==> src/rtl/quant_4x4_seq_if.sv <==
// Block handshake and data bus for the 4x4 quantizer.
// QUANT4X4_NZ_COUNT_EN adds the nz_count field carrying the per-block nonzero-level count.
interface quant_4x4_seq_if #(
    parameter int BIT_LENGTH = 15
);
    logic                  in_valid;
    logic                  in_ready;
    logic [BIT_LENGTH:0]   coeff [16];
    logic [3:0]            QP_BY_6;
    logic [2:0]            QP_MOD_6;
    logic                  intra;
    logic                  out_valid;
    logic                  out_ready;
    logic [BIT_LENGTH:0]   quantized [16];
`ifdef QUANT4X4_NZ_COUNT_EN
    logic [4:0]            nz_count;

    modport master (
        output in_valid, coeff, QP_BY_6, QP_MOD_6, intra, out_ready,
        input  in_ready, out_valid, quantized, nz_count
    );
    modport slave (
        input  in_valid, coeff, QP_BY_6, QP_MOD_6, intra, out_ready,
        output in_ready, out_valid, quantized, nz_count
    );
`else
    modport master (
        output in_valid, coeff, QP_BY_6, QP_MOD_6, intra, out_ready,
        input  in_ready, out_valid, quantized
    );
    modport slave (
        input  in_valid, coeff, QP_BY_6, QP_MOD_6, intra, out_ready,
        output in_ready, out_valid, quantized
    );
`endif
endinterface

==> src/rtl/quant_4x4_seq.sv <==
// Sequential H.264-style 4x4 quantizer: one coefficient per enabled cycle through a
// two-stage datapath behind an issue register. Optional macro: QUANT4X4_NZ_COUNT_EN.
//
// state | meaning
// IDLE  | waiting for a block, in_ready high
// RUN   | issuing coefficients 0..15 and writing levels
// DONE  | block complete, out_valid high until out_ready
module quant_4x4_seq #(
    parameter int BIT_LENGTH = 15
) (
    input  logic             clk,
    input  logic             reset,
    input  logic             enable,
    quant_4x4_seq_if.slave   bus
);
    localparam int CW = BIT_LENGTH + 1;
    localparam int MW = CW + 1;
    localparam int PW = MW + 14;
    localparam int SW = (PW + 1 > 32) ? PW + 1 : 32;

    typedef enum logic [1:0] {
        IDLE = 2'd0,
        RUN  = 2'd1,
        DONE = 2'd2
    } state_t;

    state_t state_q, state_nx;

    logic [CW-1:0] cap_coeff [16];
    logic [3:0]    cap_qpb;
    logic [2:0]    cap_qpm;
    logic          cap_intra;

    logic [4:0]    issue_cnt;
    logic          iss_v;
    logic [3:0]    iss_k;
    logic [CW-1:0] iss_w;

    logic          s1_v;
    logic [3:0]    s1_k;
    logic          s1_neg;
    logic [PW-1:0] s1_prod;

    logic [CW-1:0] quant_q [16];

    logic accept, issue, last_write;

    assign accept     = enable && bus.in_valid && (state_q == IDLE);
    assign issue      = enable && (state_q == RUN) && !issue_cnt[4];
    assign last_write = enable && s1_v && (s1_k == 4'd15);

    // Position class: even row & even col, odd row & odd col, or mixed.
    function automatic logic [13:0] mf_sel(input logic [3:0] k, input logic [2:0] m);
        logic [13:0] a, b, c;
        case (m)
            3'd1:    begin a = 14'd11916; b = 14'd4660; c = 14'd7490; end
            3'd2:    begin a = 14'd10082; b = 14'd4194; c = 14'd6554; end
            3'd3:    begin a = 14'd9362;  b = 14'd3647; c = 14'd5825; end
            3'd4:    begin a = 14'd8192;  b = 14'd3355; c = 14'd5243; end
            3'd5:    begin a = 14'd7282;  b = 14'd2893; c = 14'd4559; end
            default: begin a = 14'd13107; b = 14'd5243; c = 14'd8066; end
        endcase
        if (!k[0] && !k[2]) return a;
        if (k[0] && k[2])   return b;
        return c;
    endfunction

    logic [MW-1:0] w_ext, w_mag;
    logic [13:0]   mf;

    always_comb begin
        w_ext = {iss_w[CW-1], iss_w};
        w_mag = iss_w[CW-1] ? (~w_ext + MW'(1)) : w_ext;
        mf    = mf_sel(iss_k, cap_qpm);
    end

    logic [4:0]    qbits;
    logic [23:0]   f_intra;
    logic [SW-1:0] f_round, rnd_sum;
    logic [CW-1:0] lvl_mag, lvl;

    // floor(2^qbits/6) is exactly floor(2^qbits/3) halved.
    always_comb begin
        qbits = 5'd15 + {1'b0, cap_qpb};
        case (cap_qpb)
            4'd0:    f_intra = 24'd10922;
            4'd1:    f_intra = 24'd21845;
            4'd2:    f_intra = 24'd43690;
            4'd3:    f_intra = 24'd87381;
            4'd4:    f_intra = 24'd174762;
            4'd5:    f_intra = 24'd349525;
            4'd6:    f_intra = 24'd699050;
            4'd7:    f_intra = 24'd1398101;
            default: f_intra = 24'd2796202;
        endcase
        f_round = cap_intra ? SW'(f_intra) : SW'(f_intra >> 1);
        rnd_sum = SW'(s1_prod) + f_round;
        lvl_mag = CW'(rnd_sum >> qbits);
        lvl     = (s1_neg && (lvl_mag != '0)) ? (~lvl_mag + CW'(1)) : lvl_mag;
    end

    always_ff @(posedge clk or negedge reset) begin
        if (!reset) begin
            for (int i = 0; i < 16; i++) begin
                cap_coeff[i] <= '0;
                quant_q[i]   <= '0;
            end
            cap_qpb   <= '0;
            cap_qpm   <= '0;
            cap_intra <= 1'b0;
            issue_cnt <= '0;
            iss_v     <= 1'b0;
            iss_k     <= '0;
            iss_w     <= '0;
            s1_v      <= 1'b0;
            s1_k      <= '0;
            s1_neg    <= 1'b0;
            s1_prod   <= '0;
        end else if (enable) begin
            if (accept) begin
                cap_coeff <= bus.coeff;
                cap_qpb   <= (bus.QP_BY_6 > 4'd8) ? 4'd8 : bus.QP_BY_6;
                cap_qpm   <= (bus.QP_MOD_6 > 3'd5) ? 3'd0 : bus.QP_MOD_6;
                cap_intra <= bus.intra;
                issue_cnt <= '0;
            end
            if (issue) begin
                iss_w     <= cap_coeff[issue_cnt[3:0]];
                iss_k     <= issue_cnt[3:0];
                issue_cnt <= issue_cnt + 5'd1;
            end
            iss_v <= issue;
            s1_v  <= iss_v;
            if (iss_v) begin
                s1_prod <= PW'(w_mag) * PW'(mf);
                s1_neg  <= iss_w[CW-1];
                s1_k    <= iss_k;
            end
            if (s1_v) quant_q[s1_k] <= lvl;
        end
    end

`ifdef QUANT4X4_NZ_COUNT_EN
    logic [4:0] nz_q;

    always_ff @(posedge clk or negedge reset) begin
        if (!reset) begin
            nz_q <= '0;
        end else if (enable) begin
            if (accept)
                nz_q <= '0;
            else if (s1_v && (lvl != '0))
                nz_q <= nz_q + 5'd1;
        end
    end

    assign bus.nz_count = nz_q;
`endif

    assign bus.quantized = quant_q;

    always_ff @(posedge clk or negedge reset) begin
        if (!reset) state_q <= IDLE;
        else        state_q <= state_nx;
    end

    always_comb begin
        state_nx = state_q;
        case (state_q)
            IDLE:    if (accept) state_nx = RUN;
            RUN:     if (last_write) state_nx = DONE;
            DONE:    if (enable && bus.out_ready) state_nx = IDLE;
            default: state_nx = IDLE;
        endcase
    end

    always_comb begin
        bus.in_ready  = (state_q == IDLE);
        bus.out_valid = (state_q == DONE);
    end
endmodule

==> src/flat_wrapper.sv <==
// flat-port wrapper written by rule: the top's interface ports become plain ports
module quant_4x4_seq_flat 
#(
    parameter int BIT_LENGTH = 15
)
  (clk, reset, enable, bus_in_valid, bus_coeff, bus_QP_BY_6, bus_QP_MOD_6, bus_intra, bus_out_ready, bus_in_ready, bus_out_valid, bus_quantized);
  quant_4x4_seq_if #(.BIT_LENGTH(BIT_LENGTH)) bus_i ();
  input  logic clk;
  input  logic reset;
  input  logic enable;
  input wire logic [$bits(bus_i.in_valid)-1:0] bus_in_valid;
  input wire logic [$bits(bus_i.coeff)-1:0] bus_coeff;
  input wire logic [$bits(bus_i.QP_BY_6)-1:0] bus_QP_BY_6;
  input wire logic [$bits(bus_i.QP_MOD_6)-1:0] bus_QP_MOD_6;
  input wire logic [$bits(bus_i.intra)-1:0] bus_intra;
  input wire logic [$bits(bus_i.out_ready)-1:0] bus_out_ready;
  output wire logic [$bits(bus_i.in_ready)-1:0] bus_in_ready;
  output wire logic [$bits(bus_i.out_valid)-1:0] bus_out_valid;
  output wire logic [$bits(bus_i.quantized)-1:0] bus_quantized;
  assign bus_i.in_valid = bus_in_valid;
  assign bus_i.coeff = {>>{bus_coeff}};
  assign bus_i.QP_BY_6 = bus_QP_BY_6;
  assign bus_i.QP_MOD_6 = bus_QP_MOD_6;
  assign bus_i.intra = bus_intra;
  assign bus_i.out_ready = bus_out_ready;
  assign bus_in_ready = bus_i.in_ready;
  assign bus_out_valid = bus_i.out_valid;
  assign bus_quantized = {>>{bus_i.quantized}};
  quant_4x4_seq #(.BIT_LENGTH(BIT_LENGTH)) u_core (.clk(clk), .reset(reset), .enable(enable), .bus(bus_i));
endmodule
==> config.mk <==
export PLATFORM = sky130hd
export DESIGN_NAME = quant_4x4_seq_flat
export DESIGN_NICKNAME = d
export VERILOG_FILES = /design/src/rtl/quant_4x4_seq_if.sv /design/src/rtl/quant_4x4_seq.sv /design/src/flat_wrapper.sv
export SDC_FILE = /design/constraint.sdc
export NUM_CORES = 2
export LEC_CHECK = 0
export ABC_AREA = 1
export CAP_MARGIN = 25
export CORE_UTILIZATION = 27
export CTS_CLUSTER_SIZE = 25
export DETAILED_ROUTE_END_ITERATION = 12
export PLACE_DENSITY = 0.49
export RECOVER_POWER = 50
export REMOVE_ABC_BUFFERS = 1
export SYNTH_ARGS = -nofsm -noshare
export SYNTH_HDL_FRONTEND = slang
export SYNTH_SLANG_ARGS = --single-unit
==> constraint.sdc <==
create_clock -name clk -period 7.7 [get_ports clk]
set_clock_uncertainty 0.15 [all_clocks]
set_input_delay 0.77 -clock clk [delete_from_list [all_inputs] [get_ports clk]]
set_output_delay 0.77 -clock clk [all_outputs]
set_load 0.05 [all_outputs]
==> results.md <==
- The starting utilization of the core area is 27.3%.
- Averaged over all synthesized cells, the footprint is 7.89 µm².
- After detailed routing, the number of remaining DRC violations is 0.
- The total number of yosys warnings is 0.
- By area the synthesized netlist is led by sky130_fd_sc_hd__dfrtp_1, sky130_fd_sc_hd__nand2_1, sky130_fd_sc_hd__fa_1.
- The fraction of registers with async set/reset is 100%.
- Pin placement for this block handled 527 I/O pins.
- The clock-pin slew on the worst setup and hold paths is 0.06 ns.
- For the worst setup path, the data required time is 8.05 ns.
- The latest clock arrival within the worst-skew pair is 0.68 ns.
- In this run, post-CTS hold repair placed 0 buffers.
- The count of final setup violators is 0.
- The global-route usage over all layers is 19.7%.
- The per-cell routed wire length is 19.4 µm.
- By count the netlist is led by sky130_fd_sc_hd__nand2_1, sky130_fd_sc_hd__dfrtp_1, sky130_fd_sc_hd__inv_1.
- The largest net degree at the start of global routing is 192.
- Cells with a size suffix above 1 make up 8.89% of the layout.
- The flow ran to the end, but the final reports show violations.
- The initialized floorplan defines 133 standard-cell rows.
- The cell count after synthesis came out at 4569.
- Prior to clock tree synthesis, the placed netlist has a worst setup slack of 0.142 ns.
- The largest area contributor in the netlist is sky130_fd_sc_hd__dfrtp_1.
- At the pin with the least slew margin, the transition time is 5.38 ns.
- The number of nets with antenna violations after routing is 0.
- For this design, the sink count on the clock tree is 585.
- In this run the standard cell core region covers 0.132 mm².
- The final worst-path setup slack is 0.435 ns.
- The post-layout minimum cycle time is 7.27 ns.
- The floorplan step set the die height to 367 µm.
- The number of enable flip-flop cells after synthesis is 0.
- In the synthesized netlist, mux cells make up 0% of the area.
- The maximum operating frequency is 138 MHz.
- The number of design-rule violations left by the first detailed-router iteration is 2370.
- The most numerous cell type found on the critical path is sky130_fd_sc_hd__inv_1.
- The critical-path maximum fanout is 10.
- The via count of the first global-routing pass is 32600.
- The initial antenna violation count is 1.
- The wire length of the first global-routing pass is 205000 µm.
- Dividing the detail-routed via count by the number of cells gives 4.66.
- The area share of the leading cell type in the synthesized netlist is 40.6%.
- The CTS tree is built.
- For this run, the post-layout net count is 5664.
- The count of input and output buffers is 526.
- The number of buffers added by the clock tree synthesis step is 75.
- The count of state elements after synthesis is 585.
- The tightest slew margin relative to the limit is -259%.
- The area overhead of the layout relative to synthesis is 28.8%.
- The mapped netlist covers 0.0361 mm².
- The count of H-tree levels built during CTS is 3.
- The checks that failed: max-capacitance violations, max-slew violations.
- The slowest stage cell on the critical path is sky130_fd_sc_hd__fa_1.
- The die covers 0.135 mm².
- The leakage power figure is 23.7 nW.
- In this run the horizontal extent of the chip is 367 µm.
- For this run, the register share of the synthesized area comes to 40.6%.
- By instance count, the leading cell after synthesis is sky130_fd_sc_hd__nand2_1.
- The final count of hold timing violations was 0.
- The root buffer cell is sky130_fd_sc_hd__clkbuf_16.
- Among all flip-flop cells after synthesis, the most frequent one is sky130_fd_sc_hd__dfrtp_1.
- The number of violations of the max-capacitance limit is 4.
- The maximum number of buffers from clock root to sink is 3.
- The number of max-slew violations in the final report is 208.
- IR analysis of the VDD net gives a maximum drop of 177 µV.
- The sum of routed wire length over all layers is 134000 µm.
- The endpoint class of the critical path is a flop.
- The endpoint arrival time on the critical path is 7.61 ns.
- The share of synthesized cell area in and, or, nand and nor gates is 29.1%.
- After global routing the overflow that remains totals 0.
- The number of fill cells is 13900.
- The tightest min-delay check is of the flop to flop type.
- The highest cell delay on the worst timing path is 0.54 ns.
- The count of TritonRoute iterations in the first routing pass is 8.
- The fraction of synthesized cell area in xor and xnor cells is 0.801%.
- The cell area power density is 153 mW/mm².
- By area, the combinational part of the netlist is dominated by simple AND/OR/NAND/NOR gates.
- The critical path is of the flop to flop type.
- The synthesized netlist devotes 14.1% of its cell area to adder and majority cells.
- The via total after detailed routing is 32200.
- Summing the areas of all compound-gate instances in the mapped netlist gives 8.12% of the synthesized area.
- After layout, the worst path uses 94.4% of the clock period.
- The routability congestion estimate from global placement is 0.912.
- The wire-length estimate of the detail-placed layout is 97900 µm.
- The summed negative setup slack over all endpoints is 0 ns.
- The launching element type of the critical path is a flop.
- The synthesized netlist contains 57 unique library cells.
layout by cell type, fill, tap and decap left out, types with 22 or more instances in the layout:
| cell | Yosys | final |
|---|---|---|
| sky130_fd_sc_hd__nand3_2 | 75 | 76 |
| sky130_fd_sc_hd__nand3_1 | 257 | 255 |
| sky130_fd_sc_hd__a31oi_1 | 28 | 28 |
| sky130_fd_sc_hd__clkbuf_16 | 0 | 77 |
| sky130_fd_sc_hd__ha_1 | 122 | 121 |
| sky130_fd_sc_hd__o22ai_1 | 22 | 22 |
| sky130_fd_sc_hd__nand2_1 | 1678 | 1675 |
| sky130_fd_sc_hd__fa_1 | 177 | 176 |
| sky130_fd_sc_hd__clkdlybuf4s50_1 | 0 | 414 |
| sky130_fd_sc_hd__inv_1 | 389 | 379 |
| sky130_fd_sc_hd__nand2_2 | 21 | 24 |
| sky130_fd_sc_hd__a21oi_1 | 63 | 58 |
| sky130_fd_sc_hd__inv_2 | 20 | 26 |
| sky130_fd_sc_hd__dlygate4sd3_1 | 0 | 111 |
| sky130_fd_sc_hd__o221ai_1 | 47 | 47 |
| sky130_fd_sc_hd__dfrtp_1 | 585 | 582 |
| sky130_fd_sc_hd__o21ai_0 | 294 | 291 |
| sky130_fd_sc_hd__nor2_1 | 368 | 361 |
| sky130_fd_sc_hd__buf_4 | 4 | 129 |
critical path: cells and delay by family (launching register included):
| kind | cells | cell delay [ns] |
|---|---|---|
| adders and majority gates | 8 | 3.59 |
| and+or+nand+nor | 14 | 1.62 |
| AOI/OAI and AO/OA | 5 | 0.61 |
| DFF | 1 | 0.41 |
| buffers and inverters | 10 | 0.72 |
state kept, by name (all words and copies together), names as in the netlist:
| name | count |
|---|---|
| u_core.cap_coeff | 256 |
| u_core.s1_k | 4 |
| u_core.s1_neg | 1 |
| u_core.cap_qpm | 3 |
| u_core.cap_qpb | 4 |
| u_core.state_q | 2 |
| u_core.iss_w | 16 |
| u_core.iss_k | 4 |
| u_core.s1_prod | 31 |
| u_core.issue_cnt | 5 |
| u_core.iss_v | 1 |
| u_core.bus.quantized | 256 |
| u_core.s1_v | 1 |
| u_core.cap_intra | 1 |
per-layer routing:
metal / wire length, µm / track usage, %
met1: 59800 / 26.0
met2: 62600 / 32.4
met3: 6910 / 3.36
met4: 4690 / 6.89
met5: 14 / 0
path summary, 6_finish.rpt:
check                           slack, ns                     to             from  depth (start not counted)
worst max register to register       0.43     u_core.s1_prod[26]  u_core.iss_w[0]                         37
worst max-delay path                 0.43     u_core.s1_prod[26]  u_core.iss_w[0]                         37
worst min-delay path                 0.31         u_core.s1_k[1]  u_core.iss_k[1]                          2
min in group asynchronous            2.15  u_core.cap_coeff[190]            reset                          1
max in group asynchronous            1.45    u_core.issue_cnt[0]            reset                          1
worst min register to register       0.31         u_core.s1_k[1]  u_core.iss_k[1]                          2
stage by stage:
| step | power (mW) | hold WS, ns | std cells | util (%) | area [µm²] |
|---|---|---|---|---|---|
| 5_1_grt | 7.32 | 0.335 | 6908 | 35.2 | 46500 |
| 3_5_place_dp | 3.50 | 0.310 | 6770 | 33.2 | 43800 |
| 2_1_floorplan | 3.24 | 0.292 | 4347 | - | 35100 |
| 3_3_place_gp | 3.50 | 0.308 | 6767 | 33.1 | 43700 |
| 4_1_cts | 7.18 | 0.0214 | 6904 | 35.1 | 46300 |
| 6_report | 7.09 | 0.306 | 6909 | 35.2 | 46500 |
kinds of logic (layout without fill, tap and decap cells):
family,after synthesis,in the layout
other cells,2,15
flops,585,585
simple gates,2483,2483
fa+ha+maj,299,299
xor+xnor,33,33
buf+inv,654,1226
compound gates,513,513
area by class of cell:
class / count / area, µm² / area share [%]
Tap cell: 1755 / 2200 / 4.73
Antenna cell: 1 / 2.50 / 0.00539
Clock buffer: 111 / 2240 / 4.83
Inverter: 420 / 1600 / 3.44
Sequential cell: 585 / 14600 / 31.5
Timing Repair Buffer: 672 / 6470 / 13.9
Clock inverter: 23 / 303 / 0.652
Multi-Input combinational cell: 3342 / 19000 / 40.9
where the power goes:
part,switching (mW),internal (mW)
combinational,0.180,0.165
sequential,0.0128,3.09
clock,1.45,2.19
total,1.64,5.44
repair_timing:
action | 4_1_cts | 5_1_grt
resized for setup | 0 | 39
setup endpoints to repair | 0 | 12
buffers inserted | 0 | 2
(Power assumes the default switching activity.)
